**src/rtl/pong_pkg.sv**
```systemverilog
// Shared definitions for the pong playfield blocks: default playfield height,
// paddle width lookup and the button repeat state machine encoding.
package pong_pkg;

  // Playfield height shared by the paddle, ball and collision blocks.
  localparam int ROWS_DEF = 16;

  // Hold-to-repeat state machine for manual paddle control.
  typedef enum logic [1:0] {
    ST_IDLE   = 2'd0,
    ST_DELAY  = 2'd1,
    ST_REPEAT = 2'd2
  } rep_state_e;

  // Resolved button direction; both or neither held means no direction.
  typedef enum logic [1:0] {
    DIR_NONE = 2'd0,
    DIR_UP   = 2'd1,
    DIR_DOWN = 2'd2
  } dir_e;

  // Map the 2-bit width select onto a paddle height in rows.
  function automatic int width_to_rows(input logic [1:0] width,
                                       input int w0, input int w1,
                                       input int w2, input int w3);
    int rows;
    case (width)
      2'd0:    rows = w0;
      2'd1:    rows = w1;
      2'd2:    rows = w2;
      2'd3:    rows = w3;
      default: rows = w0;
    endcase
    return rows;
  endfunction

endpackage

```
**src/rtl/paddle_ctrl_btn_sync_edge.sv**
```systemverilog
// Button conditioning: two-flop synchroniser for an asynchronous push button,
// followed by a history flop so a rising edge can be reported as a one-cycle press.
module btn_sync_edge (
  input  logic clk,
  input  logic reset,
  input  logic btn,
  output logic level,
  output logic press
);

  logic meta_r;
  logic sync_r;
  logic hist_r;

  // Synchronise the raw button and keep one cycle of history for edge detection.
  always_ff @(posedge clk) begin
    if (reset) begin
      meta_r <= 1'b0;
      sync_r <= 1'b0;
      hist_r <= 1'b0;
    end else begin
      meta_r <= btn;
      sync_r <= meta_r;
      hist_r <= sync_r;
    end
  end

  assign level = sync_r;
  assign press = sync_r & ~hist_r;

endmodule

```
**src/rtl/paddle_ctrl.sv**
```systemverilog
// One player's paddle: position register with selectable height, button
// press/hold-to-repeat control, CPU tracking mode, width-change clamping and
// the ROWS-bit occupancy mask used by display and collision logic.
module paddle_ctrl
  import pong_pkg::*;
#(
  parameter  int ROWS         = ROWS_DEF,
  parameter  int W0           = 8,
  parameter  int W1           = 6,
  parameter  int W2           = 4,
  parameter  int W3           = 2,
  parameter  int REPEAT_DELAY = 12,
  parameter  int REPEAT_RATE  = 3,
  localparam int PW           = $clog2(ROWS)
) (
  input  logic            clk,
  input  logic            reset,
  input  logic            tick,
  input  logic [1:0]      width,
  input  logic            up,
  input  logic            down,
  input  logic            auto_en,
  input  logic [PW-1:0]   target,
  output logic [ROWS-1:0] paddle_o,
  output logic [PW-1:0]   pos_o,
  output logic            at_top,
  output logic            at_bottom
);

  localparam int CNT_MAX = (REPEAT_DELAY > REPEAT_RATE) ? REPEAT_DELAY : REPEAT_RATE;
  localparam int CW      = $clog2(CNT_MAX + 1);

  // Row arithmetic is done one bit wider than a position so pos+W never wraps.
  localparam logic [PW:0]   ROWS_X     = (PW + 1)'(ROWS);
  localparam logic [PW-1:0] POS_ONE    = PW'(1'b1);
  localparam logic [PW-1:0] POS_ZERO   = PW'(1'b0);
  localparam logic [CW-1:0] CNT_ONE    = CW'(1'b1);
  localparam logic [CW-1:0] CNT_ZERO   = CW'(1'b0);
  localparam logic [CW-1:0] DELAY_LAST = CW'(REPEAT_DELAY - 1);
  localparam logic [CW-1:0] RATE_LAST  = CW'(REPEAT_RATE - 1);

  logic            up_lvl_s;
  logic            up_press_s;
  logic            dn_lvl_s;
  logic            dn_press_s;

  logic [PW:0]     w_s;
  logic [PW:0]     end_s;
  logic [PW:0]     centre_s;
  logic [PW-1:0]   rst_pos_s;

  dir_e            dir_s;
  logic            dir_press_s;
  logic            step_s;
  logic            mv_up_s;
  logic            mv_dn_s;

  rep_state_e      state_r;
  rep_state_e      state_n;
  logic [CW-1:0]   cnt_r;
  logic [CW-1:0]   cnt_n;
  logic [PW-1:0]   pos_r;
  logic [PW-1:0]   pos_n;

  btn_sync_edge u_up_sync (
    .clk   (clk),
    .reset (reset),
    .btn   (up),
    .level (up_lvl_s),
    .press (up_press_s)
  );

  btn_sync_edge u_dn_sync (
    .clk   (clk),
    .reset (reset),
    .btn   (down),
    .level (dn_lvl_s),
    .press (dn_press_s)
  );

  // Paddle geometry derived from the current width select and position.
  always_comb begin
    w_s       = (PW + 1)'(width_to_rows(width, W0, W1, W2, W3));
    end_s     = {1'b0, pos_r} + w_s;
    centre_s  = {1'b0, pos_r} + (w_s >> 1);
    rst_pos_s = PW'((ROWS_X - w_s) >> 1);
  end

  // Resolve the held buttons into a single direction and its press strobe.
  always_comb begin
    dir_s       = DIR_NONE;
    dir_press_s = 1'b0;
    if (up_lvl_s && !dn_lvl_s) begin
      dir_s       = DIR_UP;
      dir_press_s = up_press_s;
    end else if (dn_lvl_s && !up_lvl_s) begin
      dir_s       = DIR_DOWN;
      dir_press_s = dn_press_s;
    end else begin
      dir_s       = DIR_NONE;
      dir_press_s = 1'b0;
    end
  end

  // Repeat state and tick counter registers.
  always_ff @(posedge clk) begin
    if (reset) begin
      state_r <= ST_IDLE;
      cnt_r   <= CNT_ZERO;
    end else begin
      state_r <= state_n;
      cnt_r   <= cnt_n;
    end
  end

  // Hold-to-repeat next state: a fresh press in the held direction always
  // moves once and restarts the delay, which also covers direction changes.
  always_comb begin
    state_n = state_r;
    cnt_n   = cnt_r;
    step_s  = 1'b0;
    if (auto_en || dir_s == DIR_NONE) begin
      state_n = ST_IDLE;
      cnt_n   = CNT_ZERO;
    end else if (dir_press_s) begin
      step_s  = 1'b1;
      state_n = ST_DELAY;
      cnt_n   = CNT_ZERO;
    end else begin
      case (state_r)
        ST_IDLE: begin
          state_n = ST_IDLE;
          cnt_n   = CNT_ZERO;
        end
        ST_DELAY: begin
          if (tick && cnt_r == DELAY_LAST) begin
            step_s  = 1'b1;
            state_n = ST_REPEAT;
            cnt_n   = CNT_ZERO;
          end else if (tick) begin
            cnt_n = cnt_r + CNT_ONE;
          end else begin
            cnt_n = cnt_r;
          end
        end
        ST_REPEAT: begin
          if (tick && cnt_r == RATE_LAST) begin
            step_s = 1'b1;
            cnt_n  = CNT_ZERO;
          end else if (tick) begin
            cnt_n = cnt_r + CNT_ONE;
          end else begin
            cnt_n = cnt_r;
          end
        end
        default: begin
          state_n = ST_IDLE;
          cnt_n   = CNT_ZERO;
        end
      endcase
    end
  end

  // Move requests from either the manual FSM or the CPU tracker.
  always_comb begin
    mv_up_s = 1'b0;
    mv_dn_s = 1'b0;
    if (auto_en) begin
      mv_up_s = tick && ({1'b0, target} < centre_s);
      mv_dn_s = tick && ({1'b0, target} > centre_s);
    end else begin
      mv_up_s = step_s && (dir_s == DIR_UP);
      mv_dn_s = step_s && (dir_s == DIR_DOWN);
    end
  end

  // Next position: clamping after a width change beats any move; moves
  // against an edge are swallowed.
  always_comb begin
    pos_n = pos_r;
    if (end_s > ROWS_X) begin
      pos_n = PW'(ROWS_X - w_s);
    end else if (mv_up_s && pos_r != POS_ZERO) begin
      pos_n = pos_r - POS_ONE;
    end else if (mv_dn_s && end_s < ROWS_X) begin
      pos_n = pos_r + POS_ONE;
    end else begin
      pos_n = pos_r;
    end
  end

  // Position register; reset centres the paddle for the current width.
  always_ff @(posedge clk) begin
    if (reset) begin
      pos_r <= rst_pos_s;
    end else begin
      pos_r <= pos_n;
    end
  end

  // Occupancy mask, built per row so an unclamped paddle is cut at the last row.
  always_comb begin
    paddle_o = {ROWS{1'b0}};
    for (int i = 0; i < ROWS; i++) begin
      paddle_o[i] = ({1'b0, pos_r} <= (PW + 1)'(i)) && ((PW + 1)'(i) < end_s);
    end
  end

  assign pos_o     = pos_r;
  assign at_top    = (pos_r == POS_ZERO);
  assign at_bottom = (end_s == ROWS_X);

endmodule

```
**config.mk**
```make
export PLATFORM = sky130hd
export DESIGN_NAME = paddle_ctrl
export DESIGN_NICKNAME = d
export VERILOG_FILES = /design/src/rtl/pong_pkg.sv /design/src/rtl/paddle_ctrl_btn_sync_edge.sv /design/src/rtl/paddle_ctrl.sv
export SDC_FILE = /design/constraint.sdc
export NUM_CORES = 1
export LEC_CHECK = 0
export ABC_CLOCK_PERIOD_IN_PS = 3400
export CORE_MARGIN = 2
export CORE_UTILIZATION = 45
export DETAILED_ROUTE_END_ITERATION = 8
export PLACE_DENSITY_LB_ADDON = 0.05
export SLEW_MARGIN = 20
export SYNTH_ARGS = -nofsm -noshare
export SYNTH_HDL_FRONTEND = slang
export SYNTH_SLANG_ARGS = --single-unit
```
**constraint.sdc**
```tcl
create_clock -name clk -period 3.4 [get_ports clk]
set_clock_uncertainty 0.2 [all_clocks]
set_input_delay 0.34 -clock clk [delete_from_list [all_inputs] [get_ports clk]]
set_output_delay 0.34 -clock clk [all_outputs]
set_load 0.02 [all_outputs]
```
==> metrics list <==
* Synthesis-to-finish area growth: 47.1%
- In the final routed layout, each cell accounts on average for 14.9 um.
- Netlist cell types: 45
* Total via count in the routed design: 1644
- Mapped cell area: 1630 um2
- CTS tree: done
- Setup TNS Final: 0 ns
* Max-Slew Margin vs Limit: 65.8%
- STA puts the critical path data required time at 3.26 ns.
- Ranked by instance count, the synthesized netlist is headed by sky130_fd_sc_hd__ha_1, sky130_fd_sc_hd__nor2_1, sky130_fd_sc_hd__inv_1.
- The analysis attributes to cell leakage a power of 1.05 nW.
- Counting every instance in the synthesized netlist gives 190.
* Launching point of the worst reg2reg path: pos_o[1]$_DFFE_PP_
- Clock Root Buffer: sky130_fd_sc_hd__clkbuf_4
- Highest achievable clock rate: 297 MHz
- For this run, global-route usage on met2 was measured as 35.9%.
* Synth warn: 0
* CP Cell Sequence: buf_4, fa_1, inv_1, ha_4, nor2b_1, o211ai_1, a22o_1, a32oi_4, mux2i_1, xnor2_1, a221o_1
* H-tree depth: 1
* Horizontal extent of the die: 64.2 um
* Comb pwr share: 82.6%
- Summed over all layers, the global routing overflow is 0.
- Counting the fill cells in the layout gives 273.
- After synthesis, the mean cell area works out to 8.57 um2.
* CP Max Fanout: 5
- Buffers inserted to repair hold after CTS numbered 0.
- Register area: 360 um2
- The clock period could shrink to 3.37 ns.
- STA classifies the critical path endpoint as a flop.
- Proportion of power drawn by the clock network: 4.9%
- At the end of routability-driven placement, the weighted congestion stood at 0.928.
- Power spread over the standard cell area amounts to 913 nW/um2.
* Result of the run: finished clean
* Row count: 21
- Sum of net half-perimeters after detailed placement: 3.33 mm
* Number of buffers created by CTS: 3
* Total Die Area: 4120 um2
* Effective utilization at floorplan: 47.7%
* Clock transition at the registers of the reported paths: 0.10 ns
- Clock insertion delay at the later pin of the skew report: 0.30 ns
- Die Y: 64.2 um
- For this design, the slowest cell found on the critical path is sky130_fd_sc_hd__fa_1.
* Post-layout total power: 2.19 mW
- Dominant register cell in the synthesized netlist: sky130_fd_sc_hd__dfxtp_1
- Worst min-delay path category: reg2reg
- Area share of the largest cell type after synthesis: 18.4%
* Portion of the clock cycle consumed by the worst path in the final layout: 99.2%
- The most critical setup path has its startpoint at pos_o[1]$_DFFE_PP_.
- Register bit count reported by yosys: 16
- Layout cells sized above 1: 26.4%
- At the pin with the least slew margin, the transition time is 0.512 ns.
- Global routing used 21.5% of the available tracks.
- Seq pwr share: 12.5%
* Routing layer with the top usage in global route: met2
* Area contributors post-synth: sky130_fd_sc_hd__ha_1, sky130_fd_sc_hd__dfxtp_1, sky130_fd_sc_hd__edfxtp_1
- First-pass GRT wire length: 7.17 mm
* Number of hold-slack violations in the final timing report: 0
- Summing all multi-input logic gate instances after layout gives 1290 um2.
- GR Layer Usage met1: 29.7%
- After detailed routing, the number of remaining DRC violations is 0.
- EDFF count, synth: 4
- The first detailed-routing pass ran for 4 iterations.
- Maximum number of pins on one net before global-route repair: 17
- Port Buf Inserts: 33
- Launch instance of the worst min-delay path: u_up_sync.meta_r$_SDFF_PP0_
- Placeable core region: 3420 um2
* Maximum buffer depth of the clock tree: 2
- Counting every net in the synthesized netlist gives 228.
- For this block, the routed nets add up to 4.48 mm of wire.
- Number of nets with antenna violations after routing: 0
* CTS sink count: 16
- First DRT Iteration DRCs: 111
- Share of synthesized registers carrying an async set or reset: 0%
- The internal portion of the total power is 1.14 mW.
* Switching pwr: 1.05 mW
* Met3 Track Usage GR: 4.40%
- Summing the sequential cell areas from Yosys gives 22.1% of the chip area.
* Pins over their slew limit: 0
* Vias in the first global route: 1580
- Worst Path Class, Setup: reg2reg
* Setup violations, final: 0
- After detailed routing, the number of vias per cell comes to 5.48.
- In this run switching power makes up 48.0% of total power.
- 34 I/O pins were placed.
- Max-cap check violation count: 0
* WP data arrival: 3.23 ns
* Critical path startpoint category: flop
* Cell taking the most area after synthesis: sky130_fd_sc_hd__ha_1
* N_diodes: 0
- Slowest Stage Delay on Critical Path: 0.54 ns
- Yosys instantiated no cell more often than sky130_fd_sc_hd__ha_1.
- Fin nets: 293
- The worst-case IR drop observed on VDD is 569 uV.
* Antenna violations before repair: 0
==> sequential cells by signal, summed over array words and instances, names as in the netlist <==
signal	flops
cnt_r	4
pos_o	4
state_r	2
u_dn_sync.hist_r	1
u_dn_sync.level	1
u_dn_sync.meta_r	1
u_up_sync.hist_r	1
u_up_sync.level	1
u_up_sync.meta_r	1
==> worst max-delay path, delay by kind of cell (launching register included) <==
family                   cells  cell delay (ns)
flip-flops                   1             0.47
buffers and inverters        2             0.27
XOR/XNOR                     1             0.08
adder cells (fa/ha/maj)      2             0.81
multiplexers                 1             0.25
AO/OA/AOI/OAI                4             0.94
AND/OR/NAND/NOR              1             0.13
==> area by class of cell <==
| class | instances | share of cell area [%] |
|---|---|---|
| sequential | 16 | 15.0 |
| clock buffer | 3 | 0.940 |
| multi-input combinational | 152 | 54.0 |
| tap | 46 | 2.40 |
| inverter | 15 | 3.03 |
| timing repair buffer | 67 | 24.4 |
| clock inverter | 1 | 0.157 |
==> power by group through the flow <==
stage / Sequential (mW) / Clock [mW] / Combinational, mW
5_1_grt: 0.278 / 0.115 / 1.95
4_1_cts: 0.280 / 0.106 / 1.68
6_report: 0.274 / 0.107 / 1.81
3_3_place_gp: 0.283 / 0 / 1.64
3_5_place_dp: 0.285 / 0 / 1.68
2_1_floorplan: 0.309 / 0 / 0.929
==> what timing repair did <==
item / CTS / global route
pin swaps: 2 / 8
resized for setup: 54 / 7
endpoints found under the setup margin: 24 / 6
buffers inserted: 2 / 4
cloned: 0 / 0
==> metrics by stage <==
stage | util, % | hold slack [ns] | cells | instance area (um2) | setup WS, ns
finish | 70.1 | 0.245 | 300 | 2400 | 0.0285
detailed placement | 66.1 | 0.224 | 290 | 2260 | -0.799
global route | 70.1 | 0.261 | 300 | 2400 | -0.0823
floorplan | - | 0.214 | 190 | 1690 | -0.0455
CTS | 68.0 | 0.246 | 296 | 2320 | 0.0319
global placement | 66.1 | 0.219 | 290 | 2260 | -0.739
==> per-layer routing <==
metal	part of all wire, %	up-vias
li1	-	810
met4	0.51	0
met2	49	60
met1	44	772
met5	0	-
met3	6.2	2
==> cell families after synthesis <==
| group | count (synthesis) | share of synthesized area (%) |
|---|---|---|
| simple gates | 71 | 23.6 |
| compound gates | 41 | 19.9 |
| fa+ha+maj | 26 | 20.9 |
| buf+inv | 22 | 5.61 |
| flops | 16 | 22.1 |
| xor+xnor | 10 | 5.38 |
| mux | 4 | 2.53 |
==> cell usage in the layout, fill, tap and decap left out, types with 4 or more instances in the layout <==
cell,n
sky130_fd_sc_hd__nand2_1,13
sky130_fd_sc_hd__nor2b_1,8
sky130_fd_sc_hd__ha_4,6
sky130_fd_sc_hd__dfxtp_1,12
sky130_fd_sc_hd__edfxtp_1,4
sky130_fd_sc_hd__xnor2_1,5
sky130_fd_sc_hd__xor2_1,5
sky130_fd_sc_hd__o21ai_0,5
sky130_fd_sc_hd__nor2_1,17
sky130_fd_sc_hd__clkdlybuf4s15_2,5
sky130_fd_sc_hd__nor3_1,6
sky130_fd_sc_hd__nand3_1,4
sky130_fd_sc_hd__ha_1,17
sky130_fd_sc_hd__a21o_1,4
sky130_fd_sc_hd__clkdlybuf4s50_1,16
sky130_fd_sc_hd__buf_4,33
sky130_fd_sc_hd__a21oi_1,5
sky130_fd_sc_hd__nand2b_1,5
sky130_fd_sc_hd__dlygate4sd2_1,7
sky130_fd_sc_hd__inv_1,13
==> worst paths after layout <==
kind                                end  slack, ns  cells past startpoint
max                  pos_o[2]$_DFFE_PP_       0.03                     11
min          u_up_sync.level$_SDFF_PP0_       0.24                      1
max reg2reg          pos_o[2]$_DFFE_PP_       0.03                     11
min reg2reg  u_up_sync.level$_SDFF_PP0_       0.24                      1
(Power assumes the default switching activity.)
